$ cat src/rtl/line_fetch_pkg.sv
// Shared constants and helpers for the scaled line fetcher.
// The phase constants describe where in a word span the fetch and load happen.
package line_fetch_pkg;

  localparam int DEF_WORD_W         = 16;
  localparam int DEF_WORDS_PER_LINE = 80;
  localparam int DEF_NUM_BANKS      = 2;
  localparam int DEF_SCALE          = 0;

  function automatic int clog2(input int v);
    int r;
    r = 0;
    while ((1 << r) < v) r++;
    return r;
  endfunction

  function automatic int load_phase(input int scale, input int word_w);
    return (1 << (scale + clog2(word_w))) - 1;
  endfunction

  localparam int READ_PHASE = 0;
  localparam int LOAD_PHASE = load_phase(DEF_SCALE, DEF_WORD_W);

endpackage

$ cat src/rtl/pixel_shift_reg.sv
// Output shifter: parallel load of one pixel word, then one bit per pixel
// toward the display end, zero-filled.
module pixel_shift_reg
  import line_fetch_pkg::*;
#(
  parameter int WORD_W    = DEF_WORD_W,
  parameter bit MSB_FIRST = 1'b1
) (
  input  logic              clk,
  input  logic              rst,
  input  logic              load,
  input  logic              shift,
  input  logic [WORD_W-1:0] load_word,
  output logic              out_bit
);

  logic [WORD_W-1:0] sr;

  always_ff @(posedge clk) begin
    if (rst)        sr <= '0;
    else if (load)  sr <= load_word;
    else if (shift) sr <= MSB_FIRST ? (sr << 1) : (sr >> 1);
  end

  assign out_bit = MSB_FIRST ? sr[WORD_W-1] : sr[0];

endmodule

$ cat src/rtl/scaled_line_fetcher.sv
// Fetches one packed pixel word per span, one span ahead of the beam, and
// streams it out as a 1-bit image with integer pixel scaling.
module scaled_line_fetcher
  import line_fetch_pkg::*;
#(
  parameter int WORD_W         = DEF_WORD_W,
  parameter int WORDS_PER_LINE = DEF_WORDS_PER_LINE,
  parameter int NUM_BANKS      = DEF_NUM_BANKS,
  parameter int ADDR_W         = 8,
  parameter int X_W            = 11,
  parameter int RD_LAT         = 1,
  parameter int SCALE          = DEF_SCALE,
  parameter bit MSB_FIRST      = 1'b1,
  localparam int LS_W          = (NUM_BANKS > 1) ? clog2(NUM_BANKS) : 1
) (
  input  logic              clk,
  input  logic              rst,
  input  logic [X_W-1:0]    CounterX,
  input  logic [LS_W-1:0]   line_sel,
  input  logic              inDisplayArea,
  input  logic              inPrefetchArea,
  input  logic              clr_underrun,
  output logic              read,
  output logic [ADDR_W-1:0] addr,
  input  logic [WORD_W-1:0] data,
  output logic              image,
  output logic              underrun
);

  localparam int PW      = SCALE + clog2(WORD_W);
  localparam int LOAD_PH = load_phase(SCALE, WORD_W);
  localparam int CAP_PH  = READ_PHASE + 1 + RD_LAT;
  localparam int PIX     = 1 << SCALE;

  logic [PW-1:0]     phase;
  logic [X_W-1:0]    widx;
  logic [LS_W-1:0]   bank;
  logic [ADDR_W-1:0] fetch_addr;
  logic [WORD_W-1:0] stage;
  logic              valid, issued, in_range;
  logic              at_read, at_cap, at_load, pix_end, load, out_bit;

  assign phase      = CounterX[PW-1:0];
  assign widx       = CounterX >> PW;
  assign in_range   = int'(widx) < WORDS_PER_LINE;
  assign bank       = (int'(line_sel) < NUM_BANKS) ? line_sel : '0;
  assign fetch_addr = ADDR_W'(int'(bank) * WORDS_PER_LINE + int'(widx));
  assign at_read    = int'(phase) == READ_PHASE;
  assign at_cap     = int'(phase) == CAP_PH;
  assign at_load    = int'(phase) == LOAD_PH;
  assign pix_end    = (int'(phase) % PIX) == PIX - 1;
  assign load       = inPrefetchArea && at_load;

  // issued marks a read in flight for this span; dropping the prefetch
  // window kills both the in-flight read and any staged word.
  always_ff @(posedge clk) begin
    if (rst) begin
      read     <= 1'b0;
      addr     <= '0;
      stage    <= '0;
      valid    <= 1'b0;
      issued   <= 1'b0;
      underrun <= 1'b0;
    end else begin
      read <= 1'b0;
      if (!inPrefetchArea) begin
        valid  <= 1'b0;
        issued <= 1'b0;
      end else if (at_read) begin
        if (in_range) begin
          read   <= 1'b1;
          addr   <= fetch_addr;
          issued <= 1'b1;
        end else begin
          stage  <= '0;
          valid  <= 1'b1;
          issued <= 1'b0;
        end
      end else if (at_cap && issued) begin
        stage  <= data;
        valid  <= 1'b1;
        issued <= 1'b0;
      end else if (at_load) begin
        valid  <= 1'b0;
        issued <= 1'b0;
      end
      if (load && !valid)    underrun <= 1'b1;
      else if (clr_underrun) underrun <= 1'b0;
    end
  end

  pixel_shift_reg #(.WORD_W(WORD_W), .MSB_FIRST(MSB_FIRST)) u_shift (
    .clk      (clk),
    .rst      (rst),
    .load     (load),
    .shift    (pix_end),
    .load_word(valid ? stage : '0),
    .out_bit  (out_bit)
  );

  assign image = inDisplayArea && out_bit;

endmodule

$ cat config.mk
export PLATFORM = sky130hd
export DESIGN_NAME = scaled_line_fetcher
export DESIGN_NICKNAME = d
export VERILOG_FILES = /design/src/rtl/line_fetch_pkg.sv /design/src/rtl/pixel_shift_reg.sv /design/src/rtl/scaled_line_fetcher.sv
export SDC_FILE = /design/constraint.sdc
export NUM_CORES = 1
export LEC_CHECK = 0
export CAP_MARGIN = 20
export CORE_MARGIN = 5
export CORE_UTILIZATION = 35
export CTS_CLUSTER_SIZE = 12
export DETAILED_ROUTE_END_ITERATION = 8
export HOLD_SLACK_MARGIN = 0.03
export PLACE_DENSITY_LB_ADDON = 0.3
export SLEW_MARGIN = 20
export SYNTH_ARGS = -nofsm -noshare
export SYNTH_HDL_FRONTEND = slang
export SYNTH_SLANG_ARGS = --single-unit
export TNS_END_PERCENT = 50
$ cat constraint.sdc
create_clock -name clk -period 4.2 [get_ports clk]
set_input_delay 1.05 -clock clk [delete_from_list [all_inputs] [get_ports clk]]
set_output_delay 1.05 -clock clk [all_outputs]
set_load 0.02 [all_outputs]
## Word-level counts from Yosys, hierarchy flattened

Cells that the tools add are included.

| storage, ports and cells | value |
|---|---|
| latch bits | 0 |
| word-level logic and storage cells | 47 |
| bits in registers | 44 |
| output and inout bits | 11 |
| bits in read-only memories | 0 |
| input bits | 33 |
| memories | 0 |
| RAM bits | 0 |

| cells by class | value |
|---|---|
| bitwise logic cells | 4 |
| multiply operators | 1 |
| shift operators | 0 |
| add/sub/neg operators | 1 |
| equal/unequal tests | 3 |
| div/mod/pow operators | 0 |
| order comparisons | 1 |
| muxes and demuxes | 14 |
| reduce and logical (&&, ||, !) cells | 15 |

Operators by type and width:

| kind | number |
|---|---|
| $mux W16 | 5 |
| $mux W1 | 9 |
| $add A8 B7 Y8 | 1 |
| $lt A7 B7 Y1 const B | 1 |
| $reduce_and A3 Y1 | 2 |
| $reduce_or A3 Y1 | 2 |
| $eq A4 B1 Y1 const B | 1 |
| $eq A4 B3 Y1 const B | 1 |
| $logic_and A1 B1 Y1 | 4 |
| $logic_not A4 Y1 | 1 |
| $mul A1 B3 Y4 const B | 1 |
| $not A1 Y1 | 4 |
| $reduce_bool A2 Y1 | 2 |
| $reduce_bool A3 Y1 | 1 |
| $ne A2 B2 Y1 const B | 1 |
| $reduce_and A2 Y1 | 1 |
| $reduce_or A2 Y1 | 1 |
| $logic_not A1 Y1 | 1 |

## Longest topological paths before layout

Gate-level depths: netlist of run 1.

| depth | value |
|---|---|
| depth after elaboration | 4 |
| mapped depth | 6 |
| mapped depth without buffers | 4 |

## By module

Synthesis of run 1 repeated with hierarchy kept, for this count alone.

| second synthesis, totals | value |
|---|---|
| cells, all modules | 224 |
| area total of the unflattened synthesis | 2203.4 sq um |

By module, submodules not included:

| module | seq. area each (sq um) | cells each | instances | area each (sq um) |
|---|---|---|---|---|
| scaled_line_fetcher | 560.5 | 153 | 1 | 1438.9 |
| pixel_shift_reg | 320.3 | 71 | 1 | 764.5 |

## Worst setup path after synthesis of run 1

OpenSTA, ideal clock, no wires.

| path | value |
|---|---|
| path kind | input-to-output |
| start | in inDisplayArea |
| end | out image |
| data arrival time | 1266 ps |
| stages on the path | 1 |
| setup slack | 1884 ps |
| cells stage by stage | and2_1 |

| between the ends | value |
|---|---|
| word-level cells in the longest chain between the ends | 1 |

Ends and longest elaborated chain:

| element | RTL line | text |
|---|---|---|
| start, declared | scaled_line_fetcher.sv:20 | `input logic inDisplayArea,` |
| $logic_and A1 B1 Y1 | scaled_line_fetcher.sv:101 | `assign image = inDisplayArea && out_bit;` |
| end, declared | scaled_line_fetcher.sv:26 | `output logic image,` |

No other way between the ends.

## Worst setup path in the final report of run 1

Same ends and word-level chain as after synthesis.

==> results.md, run 1 <==
- Status: complete, no violations
- Multiplexer area fraction after synthesis: 12.2%
- Die Area: 0.00670 sq mm
- Initial drt markers: 64
- Detailed Route WL: 3580 um
- Post-CTS setup buffers: 0
- Initial antenna violation count: 0
- Comb pwr share: 9.1%
- Mapped Cells: 196
- Detailed route wirelength on metal3: 251 um
- R2r startpoint: issued
- Register area share after synthesis: 48.7%
- Leak Pwr: 0.775 nW
- # fillers: 524
- Largest net degree at the start of global routing: 42
- Most frequent cells in the layout: 44 x dfxtp_1, 43 x clkdlybuf4s50_1, 35 x nand2_1, 22 x mux2i_1, 19 x nand2b_1
- Achievable frequency: 0.308 GHz
- Setup CP Type: in2out
- R2R Setup Slk: 2.96 ns
- Final hold vios: 0
- Root Driver: clkbuf_8
- Worst-Margin Slew: 0.680 ns
- Routed WL per cell: 11.7 um
- Die W: 81.9 um
- Fin crit share: 77.4%
- P_int: 0.000571 W
- Hold buffers post-CTS: 0
- Clock Path Buffers: 2
- CTS buffer count: 5
- Share of cells above drive strength 1: 7.23%
- Most used DFF post-synth: dfxtp_1
- Worst setup EP type: output port
- Vias in the first global route: 1341
- CTS tree: built
- HP Class: reg2reg
- Ys Warns: 0
- Number of remaining DRC errors: 0
- Syn avg cell area: 9.22 sq um
- Post-Synth Adder-Cell Area: 2.08%
- Area of the mapped netlist: 0.00181 sq mm
- Congestion Overflow GR: 0
- Clock power share: 33.8%
- Critical R2R Capture: stage[10]
- Post-synth EDFFs: 0
- Placed instance count: 298
- Synth Area in Simple Gates: 24.0%
- Syn nets: 232
- Routed Antenna Nets: 0
- Setup-failing EPs final: 0
- Synth Area in Compound Gates: 7.61%
- Pwr dens: 314 mW/mm^2
- WL met2: 1530 um
- Hold Path Sink: u_shift.sr[6]
- DP Area: 0.00226 sq mm
- Unique masters post-synth: 25
- Hold Crit Depth: 2
- Peak supply drop: 186 uV
- #FFs+latches synth: 44
- Relative slew slack: 54.6%
- Area delta synth->final: 29.4%
- Final Non-Filler Cells: 305
- Maxcap violations: 0
- Initial Util: 35.6%
- Number of H-tree levels: 2
- Minimum clock period: 3.25 ns
- Highest Signal Layer: met4
- Setup TNS: 0 ns
- DR vias: 1396
- Largest family of logic cells by synthesized area: simple AND/OR/NAND/NOR gates
- I/O Buffers: 43
- GRT Util Overall: 11.8%
- NetSw: 0.000164 W
- Worst Skew: 0.00600 ns
- Hpwl dp: 2410 um
- Critical path arrival: 2.20 ns
- Final instance area: 0.00234 sq mm
- Layout Nets: 271
- Placer Congestion: 0.706
- Maximum fanout along the worst path: 1
- Hold Crit Start: u_shift.sr[5]
- Asr flop ratio synth: 0%
- Worst-Skew Late Latency: 0.29 ns
- CTS resizes: 0
- IO Count: 44
- Die H: 81.9 um
- Clock-pin slew of the registers on the worst-case setup and hold paths: 0.08 ns
- DR pass1 iterations: 4
- Pins Over Slew Limit: 0
- Core area: 0.00507 sq mm
- RSZ-0062 raised after global routing: false
- Worst EP required: 3.15 ns
- Switching part of the total: 22.3%
- First-pass GRT wire length: 6070 um
- XOR/XNOR Fraction of Synth Area: 0.484%
- ANT cells: 0
- # rows: 26
- Clock sinks: 44
- Seq. cell area: 881 sq um
- Area taken by multi-input logic gates: 841 sq um
- Avg Vias per Cell: 4.58
- Sequential power share: 57.2%
- Commonest non-fill, non-tap cell in the layout: dfxtp_1
- Final Core Density: 46.1%
- R2r worst-path depth: 5
- M1 WL: 1720 um
- CP startpoint: inDisplayArea
- Startpoint Class: primary input
[cell usage after synthesis, types with 2 or more instances]
master,instances,area [sq um]
dfxtp_1,44,881
nand2_1,35,131
mux2i_1,22,220
nand2b_1,19,119
a21oi_1,17,85.1
nand3_1,15,75.1
nor2_1,10,37.5
clkbuf_1,6,22.5
buf_6,4,45.0
ha_1,3,37.5
a211oi_2,2,25.0
and2_1,2,12.5
and3_1,2,12.5
buf_2,2,10.0
nor2_2,2,12.5
nor3_1,2,10.0
[worst max-delay path: stages]
cell and delay [ns]:
clkdlybuf4s50_1 0.45, and2_1 0.11, clkdlybuf4s50_1 0.59
[registers in the layout, indices dropped and copies added, names as in the netlist]
register	cells
addr	8
underrun	1
u_shift.sr	16
valid	1
stage	16
read	1
issued	1
[stage by stage]
stage | power [W] | hold WS (ns) | worst slack [ns]
CTS | 0.000745 | 0.433 | 0.944
floorplan | 0.000458 | 0.417 | 1.88
global route | 0.000773 | 0.455 | 0.900
detailed placement | 0.000497 | 0.429 | 0.949
finish | 0.000735 | 0.430 | 0.949
global placement | 0.000498 | 0.422 | 0.944
[cell families after synthesis]
logic type	after synthesis
compound gates	23
fa+ha+maj	3
simple gates	89
xor+xnor	1
flops	44
buf+inv	14
mux	22
[power groups by stage]
stage	sequential (W)	clock, W	combinational (W)
6_report	0.000420	0.000248	0.0000666
5_1_grt	0.000421	0.000279	0.0000734
4_1_cts	0.000420	0.000257	0.0000675
3_5_place_dp	0.000430	0	0.0000673
3_3_place_gp	0.000430	0	0.0000675
2_1_floorplan	0.000431	0	0.0000268
[metal layers]
layer | track usage, % | up-vias
met1 | 15.1 | 619
met5 | 0 | -
li1 | - | 731
met2 | 17.6 | 37
met4 | 6.48 | 0
met3 | 3.73 | 9
[cell type report]
type	count	area share, %
Multi-Input combinational cell	138	35.9
Tap cell	70	3.74
Timing Repair Buffer	45	19.0
Clock buffer	5	2.94
Sequential cell	44	37.6
Clock inverter	2	0.535
Inverter	1	0.160
[worst max-delay path by stage]
stage	to	slack, ns	cells after the start
final	image	0.95	3
after floorplan	image	1.88	1
after global placement	image	0.94	3
after detailed placement	image	0.95	3
after global routing	image	0.90	3
after CTS	image	0.94	3
Power figures use the tool's default switching activity.
==> run 2: changes to the inputs <==
==> constraint.sdc (replaced) <==
create_clock -name clk -period 2.8 [get_ports clk]
set_input_delay 0.7 -clock clk [delete_from_list [all_inputs] [get_ports clk]]
set_output_delay 0.7 -clock clk [all_outputs]
set_load 0.02 [all_outputs]
==> run 2 against run 1 <==
- clock skew about the same
- via count decreased by 0.86%
- register-to-register slack got worse by 1.4 ns
- count of clock-buffer cells in the layout is 3 higher
- global-route usage up 0.39 points
- sequential share of layout area fell by 0.38 points
- sequential power increased by 50%
- die area did not move
- clock power up 61%
- critical path type unchanged
==> results.md, run 2 (synthesis results as in run 1) <==
- Status: complete, no violations
- CTS buffer count: 5 (unchanged)
- Most frequent cells in the layout: 44 x dfxtp_1, 43 x clkdlybuf4s50_1, 35 x nand2_1, 22 x mux2i_1, 19 x nand2b_1
- Worst EP required: 2.10 ns (-1.05 ns)
- Routed WL per cell: 11.9 um (+1.5%)
- First-pass GRT wire length: 6280 um (+3.4%)
- Worst setup EP type: output port
- Vias in the first global route: 1387 (+3.4%)
- Clock power share: 35.3% (+1.5 points)
- CP startpoint: inDisplayArea
- Fin crit share: 91.3%
- I/O Buffers: 43 (unchanged)
- R2r startpoint: issued
- Leak Pwr: 0.791 nW (+2.1%)
- CP cell instances: clkdlybuf4s50_1, and2_1, clkdlybuf4s50_1
- Largest regs: stage: 16 flops, u_shift.sr: 16 flops, addr: 8 flops
- Largest net degree at the start of global routing: 42 (unchanged)
- Switching part of the total: 21.3% (-1.0 points)
- Peak supply drop: 280 uV (+50%)
- Clock Path Buffers: 2 (unchanged)
- DP Area: 0.00227 sq mm (+0.67%)
- Relative slew slack: 57.7% (+3.1 points)
- Total power: 0.00113 W (+54%)
- IO Count: 44 (unchanged)
- Startpoint Class: primary input
- Pwr dens: 478 mW/mm^2 (+52%)
- Setup TNS: 0 ns (unchanged)
- # rows: 26 (unchanged)
- Placer Congestion: 0.757 (+7.2%)
- Commonest non-fill, non-tap cell in the layout: dfxtp_1
- HP Class: reg2reg
- ANT cells: 0 (unchanged)
- Root Driver: clkbuf_8
- Critical path arrival: 1.86 ns (-0.34 ns)
- Setup CP Type: in2out
- Maximum fanout along the worst path: 1 (unchanged)
- Number of H-tree levels: 2 (unchanged)
- DR vias: 1384 (-0.86%)
- Post-CTS setup buffers: 0 (unchanged)
- Die W: 81.9 um (unchanged)
- Placed instance count: 300 (+0.67%)
- Instance count on the critical path: 3 (unchanged)
- Die Area: 0.00670 sq mm (unchanged)
- Clock sinks: 44 (unchanged)
- Area delta synth->final: 30.7%
- Achievable frequency: 0.391 GHz
- Seq. cell area: 881 sq um (unchanged)
- Initial Util: 35.6% (unchanged)
- Minimum clock period: 2.56 ns
- Layout Nets: 273 (+0.74%)
- Worst-Skew Late Latency: 0.29 ns (about the same)
- CP top delay family: buffers and inverters
- Detailed Route WL: 3670 um (+2.5%)
- Hpwl dp: 2620 um (+8.4%)
- Hold buffers post-CTS: 0 (unchanged)
- Number of remaining DRC errors: 0 (unchanged)
- Congestion Overflow GR: 0 (unchanged)
- R2r worst-path depth: 5 (unchanged)
- CTS tree: built
- Routed Antenna Nets: 0 (unchanged)
- Pre-CTS setup slack: 0.207 ns (-0.742 ns)
- Hold Crit Start: u_shift.sr[5]
- Pins Over Slew Limit: 0 (unchanged)
- Setup-failing EPs final: 0 (unchanged)
- Crit path top cell by count: clkdlybuf4s50_1
- Max stage delay on crit path: 0.59 ns (about the same)
- Comb pwr share: 8.9% (-0.2 points)
- Worst Skew: 0.00649 ns (+0.000487 ns)
- CTS resizes: 0 (unchanged)
- Worst setup margin: 0.243 ns (-0.706 ns)
- Share of cells above drive strength 1: 7.56% (+0.33 points)
- Hold Crit Depth: 2 (unchanged)
- Final instance area: 0.00236 sq mm (+1.0%)
- RSZ-0062 raised after global routing: false
- Core area: 0.00507 sq mm (unchanged)
- Worst Path Buf+Inv: 2 (unchanged)
- Clock-pin slew of the registers on the worst-case setup and hold paths: 0.07 ns (about the same)
- NetSw: 0.000241 W (+47%)
- Worst-Margin Slew: 0.634 ns (-0.0465 ns)
- P_int: 0.000889 W (+56%)
- Area taken by multi-input logic gates: 841 sq um (unchanged)
- Final hold vios: 0 (unchanged)
- # fillers: 516 (-1.5%)
- Initial drt markers: 68 (+6.3%)
- Avg Vias per Cell: 4.49 (-1.8%)
- Die H: 81.9 um (unchanged)
- Maxcap violations: 0 (unchanged)
- CP max-delay cell: clkdlybuf4s50_1
- GRT Util Overall: 12.2% (+0.39 points)
- Final Non-Filler Cells: 308 (+0.98%)
- DR pass1 iterations: 4 (unchanged)
- Sequential power share: 55.8% (-1.4 points)
- Initial antenna violation count: 0 (unchanged)
run 2: final timing paths:
path                   end  slack (ns)
max                  image        0.24
min          u_shift.sr[6]        0.43
max reg2reg       stage[5]        1.55
min reg2reg  u_shift.sr[6]        0.43
run 2: worst min-delay path, cell delays in order (launching register included):
cell and delay [ns]:
dfxtp_1 0.30, nand2_1 0.05, a21oi_1 0.05
run 2: power by group through the flow:
stage                     clock, W  sequential (W)  combinational, W
after floorplan                  0        0.000646         0.0000402
after global placement           0        0.000645          0.000102
after detailed placement         0        0.000645          0.000102
after CTS                 0.000412        0.000630          0.000103
after global routing      0.000431        0.000631          0.000111
final                     0.000399        0.000630          0.000101
run 2: area by class of cell:
type                            instances  share of cell area (%)
Sequential cell                        44                    37.3
Multi-Input combinational cell        138                    35.6
Timing Repair Buffer                   47                    19.5
Clock buffer                            8                    3.81
Tap cell                               70                    3.71
Inverter                                1                   0.159
run 2: through the flow:
| step | utilization, % | hold WS (ns) |
|---|---|---|
| final | 46.6 | 0.434 |
| after global routing | 46.6 | 0.444 |
| after CTS | 46.5 | 0.439 |
| after detailed placement | 44.7 | 0.426 |
| after global placement | 44.7 | 0.421 |
| after floorplan | - | 0.417 |
run 2: routing by layer:
| metal | track usage, % | up-vias | part of all wire [%] |
|---|---|---|---|
| li1 | - | 738 | - |
| met1 | 14.7 | 614 | 47 |
| met2 | 19.8 | 27 | 46 |
| met3 | 3.29 | 5 | 5.2 |
| met4 | 6.48 | 0 | 2.0 |
| met5 | 0 | - | 0 |
==> run 3: changes to the inputs <==
--- a/config.mk
+++ b/config.mk
@@ -6,6 +6,7 @@
 export NUM_CORES = 1
 export LEC_CHECK = 0
 export CAP_MARGIN = 20
+export CORE_ASPECT_RATIO = 2
 export CORE_MARGIN = 5
 export CORE_UTILIZATION = 35
 export CTS_CLUSTER_SIZE = 12
==> run 3 against run 2 <==
- worst setup slack better by 0.0074 ns
- maximum frequency is 0.29% higher
- core utilization is 0.11 points lower
- combinational power hardly changed
- register-to-register slack hardly changed
- via count is 3.0% higher
- worst hold slack better by 0.0046 ns
- total power is 6.0% higher
- count of clock-buffer cells in the layout is 2 lower
==> results.md, run 3 (synthesis results as in run 1) <==
- R2r startpoint: issued
- DR vias: 1426 (+3.0%)
- Avg Vias per Cell: 4.82 (+7.2%)
- CTS resizes: 0 (unchanged)
- Achievable frequency: 0.392 GHz (+0.29%)
- First-pass GRT wire length: 6380 um (+1.5%)
- Die Area: 0.00679 sq mm (+1.3%)
- Largest regs: stage: 16 flops, u_shift.sr: 16 flops, addr: 8 flops
- Clock Path Buffers: 2 (unchanged)
- Largest net degree at the start of global routing: 42 (unchanged)
- Hold Crit Start: u_shift.sr[12]
- Hold Crit Depth: 2 (unchanged)
- Worst setup EP type: output port
- R2r worst-path depth: 5 (unchanged)
- Setup CP Type: in2out
- Number of remaining DRC errors: 0 (unchanged)
- # rows: 37 (+42%)
- Die H: 112 um (+36%)
- Worst-Skew Late Latency: 0.29 ns (about the same)
- Final hold vios: 0 (unchanged)
- CTS tree: built
- ANT cells: 0 (unchanged)
- Clock sinks: 44 (unchanged)
- Worst EP required: 2.10 ns (about the same)
- Maximum fanout along the worst path: 1 (unchanged)
- Detailed Route WL: 3750 um (+2.1%)
- Peak supply drop: 363 uV (+30%)
- Most frequent cells in the layout: 44 x dfxtp_1, 43 x clkdlybuf4s50_1, 35 x nand2_1, 22 x mux2i_1, 19 x nand2b_1
- Maxcap violations: 0 (unchanged)
- Final Core Density: 46.5% (-0.11 points)
- Root Driver: clkbuf_8
- Clock-pin slew of the registers on the worst-case setup and hold paths: 0.08 ns (about the same)
- Worst Skew: 0.00720 ns (+0.000716 ns)
- Leak Pwr: 0.801 nW (+1.2%)
- Hold buffers post-CTS: 0 (unchanged)
- GRT Util Overall: 12.2% (-0.031 points)
- Layout Nets: 273 (unchanged)
- Vias in the first global route: 1453 (+4.8%)
- Share of cells above drive strength 1: 7.98% (+0.42 points)
- Congestion Overflow GR: 0 (unchanged)
- CP startpoint: inDisplayArea
- Critical R2R Capture: stage[15]
- Post-CTS setup buffers: 0 (unchanged)
- Initial antenna violation count: 0 (unchanged)
- DR pass1 iterations: 4 (unchanged)
- R2R Setup Slk: 1.55 ns (about the same)
- Final Non-Filler Cells: 296 (-3.9%)
- Routed Antenna Nets: 0 (unchanged)
- Critical path arrival: 1.85 ns (about the same)
- Placer Congestion: 0.694 (-8.2%)
- Setup-failing EPs final: 0 (unchanged)
- Setup TNS: 0 ns (unchanged)
- Startpoint Class: primary input
- Commonest non-fill, non-tap cell in the layout: dfxtp_1
- Initial Util: 35.5% (-0.12 points)
- HP Class: reg2reg
- Pwr dens: 506 mW/mm^2 (+5.9%)
- CTS buffer count: 5 (unchanged)
- Placed instance count: 288 (-4.0%)
- Initial drt markers: 28 (-59%)
- I/O Buffers: 43 (unchanged)
- RSZ-0062 raised after global routing: false
- Hpwl dp: 2730 um (+4.2%)
- Fin crit share: 91.1% (-0.26 points)
- Worst-Margin Slew: 0.669 ns (+0.0354 ns)
- Status: complete, no violations
- Core area: 0.00509 sq mm (+0.35%)
- Routed WL per cell: 12.7 um (+6.2%)
- IO Count: 44 (unchanged)
- Pins Over Slew Limit: 0 (unchanged)
- Hold Path Sink: u_shift.sr[13]
- Minimum clock period: 2.55 ns (-0.00735 ns)
- Area delta synth->final: 30.9%
- Relative slew slack: 55.3% (-2.4 points)
- Die W: 60.8 um (-26%)
- Number of H-tree levels: 2 (unchanged)
-- run 3: cell type report --
type | instances | area [sq um]
repair buffers | 47 | 460
inverters | 1 | 3.75
fillers | 518 | 2730
clock buffers | 6 | 72.6
well taps | 58 | 72.6
clock inverters | 2 | 35.0
flip-flops and latches | 44 | 881
multi-input cells | 138 | 841
-- run 3: metal layers --
metal  vias up  routed length [um]  share of wire [%]  GRT usage [%]
li1        736                   -                  -              -
met1       653                1430                 38           13.4
met2        31                2000                 53           21.1
met3         6                 240                6.4           2.78
met4         0                  85                2.3           5.64
met5         -                   0                  0              0
-- run 3: worst max-delay path: stages --
cell	delay, ns
clkdlybuf4s50_1	0.44
and2_1	0.11
clkdlybuf4s50_1	0.59
-- run 3: worst max path at each step --
stage / cells after the start / to
after global placement: 3 / image
after CTS: 3 / image
after global routing: 3 / image
final: 3 / image
after detailed placement: 5 / stage[15]
after floorplan: 5 / addr[0]
-- run 3: per-stage QoR --
stage                     total power [W]  area, sq um  worst slack (ns)  hold WS, ns
final                             0.00120         2370             0.251        0.439
after global routing              0.00125         2370             0.213        0.450
after CTS                         0.00121         2360             0.247        0.441
after detailed placement         0.000748         2260             0.216        0.432
after global placement           0.000748         2260             0.245        0.424
after floorplan                  0.000686         1810              1.09        0.417
-- run 3: report_power, final --
part	leakage (nW)	switching (W)	total, W	internal, W
combinational	0.391	0.0000416	0.000102	0.0000599
clock	0.0552	0.000202	0.000466	0.000265
sequential	0.355	0.00000198	0.000630	0.000628
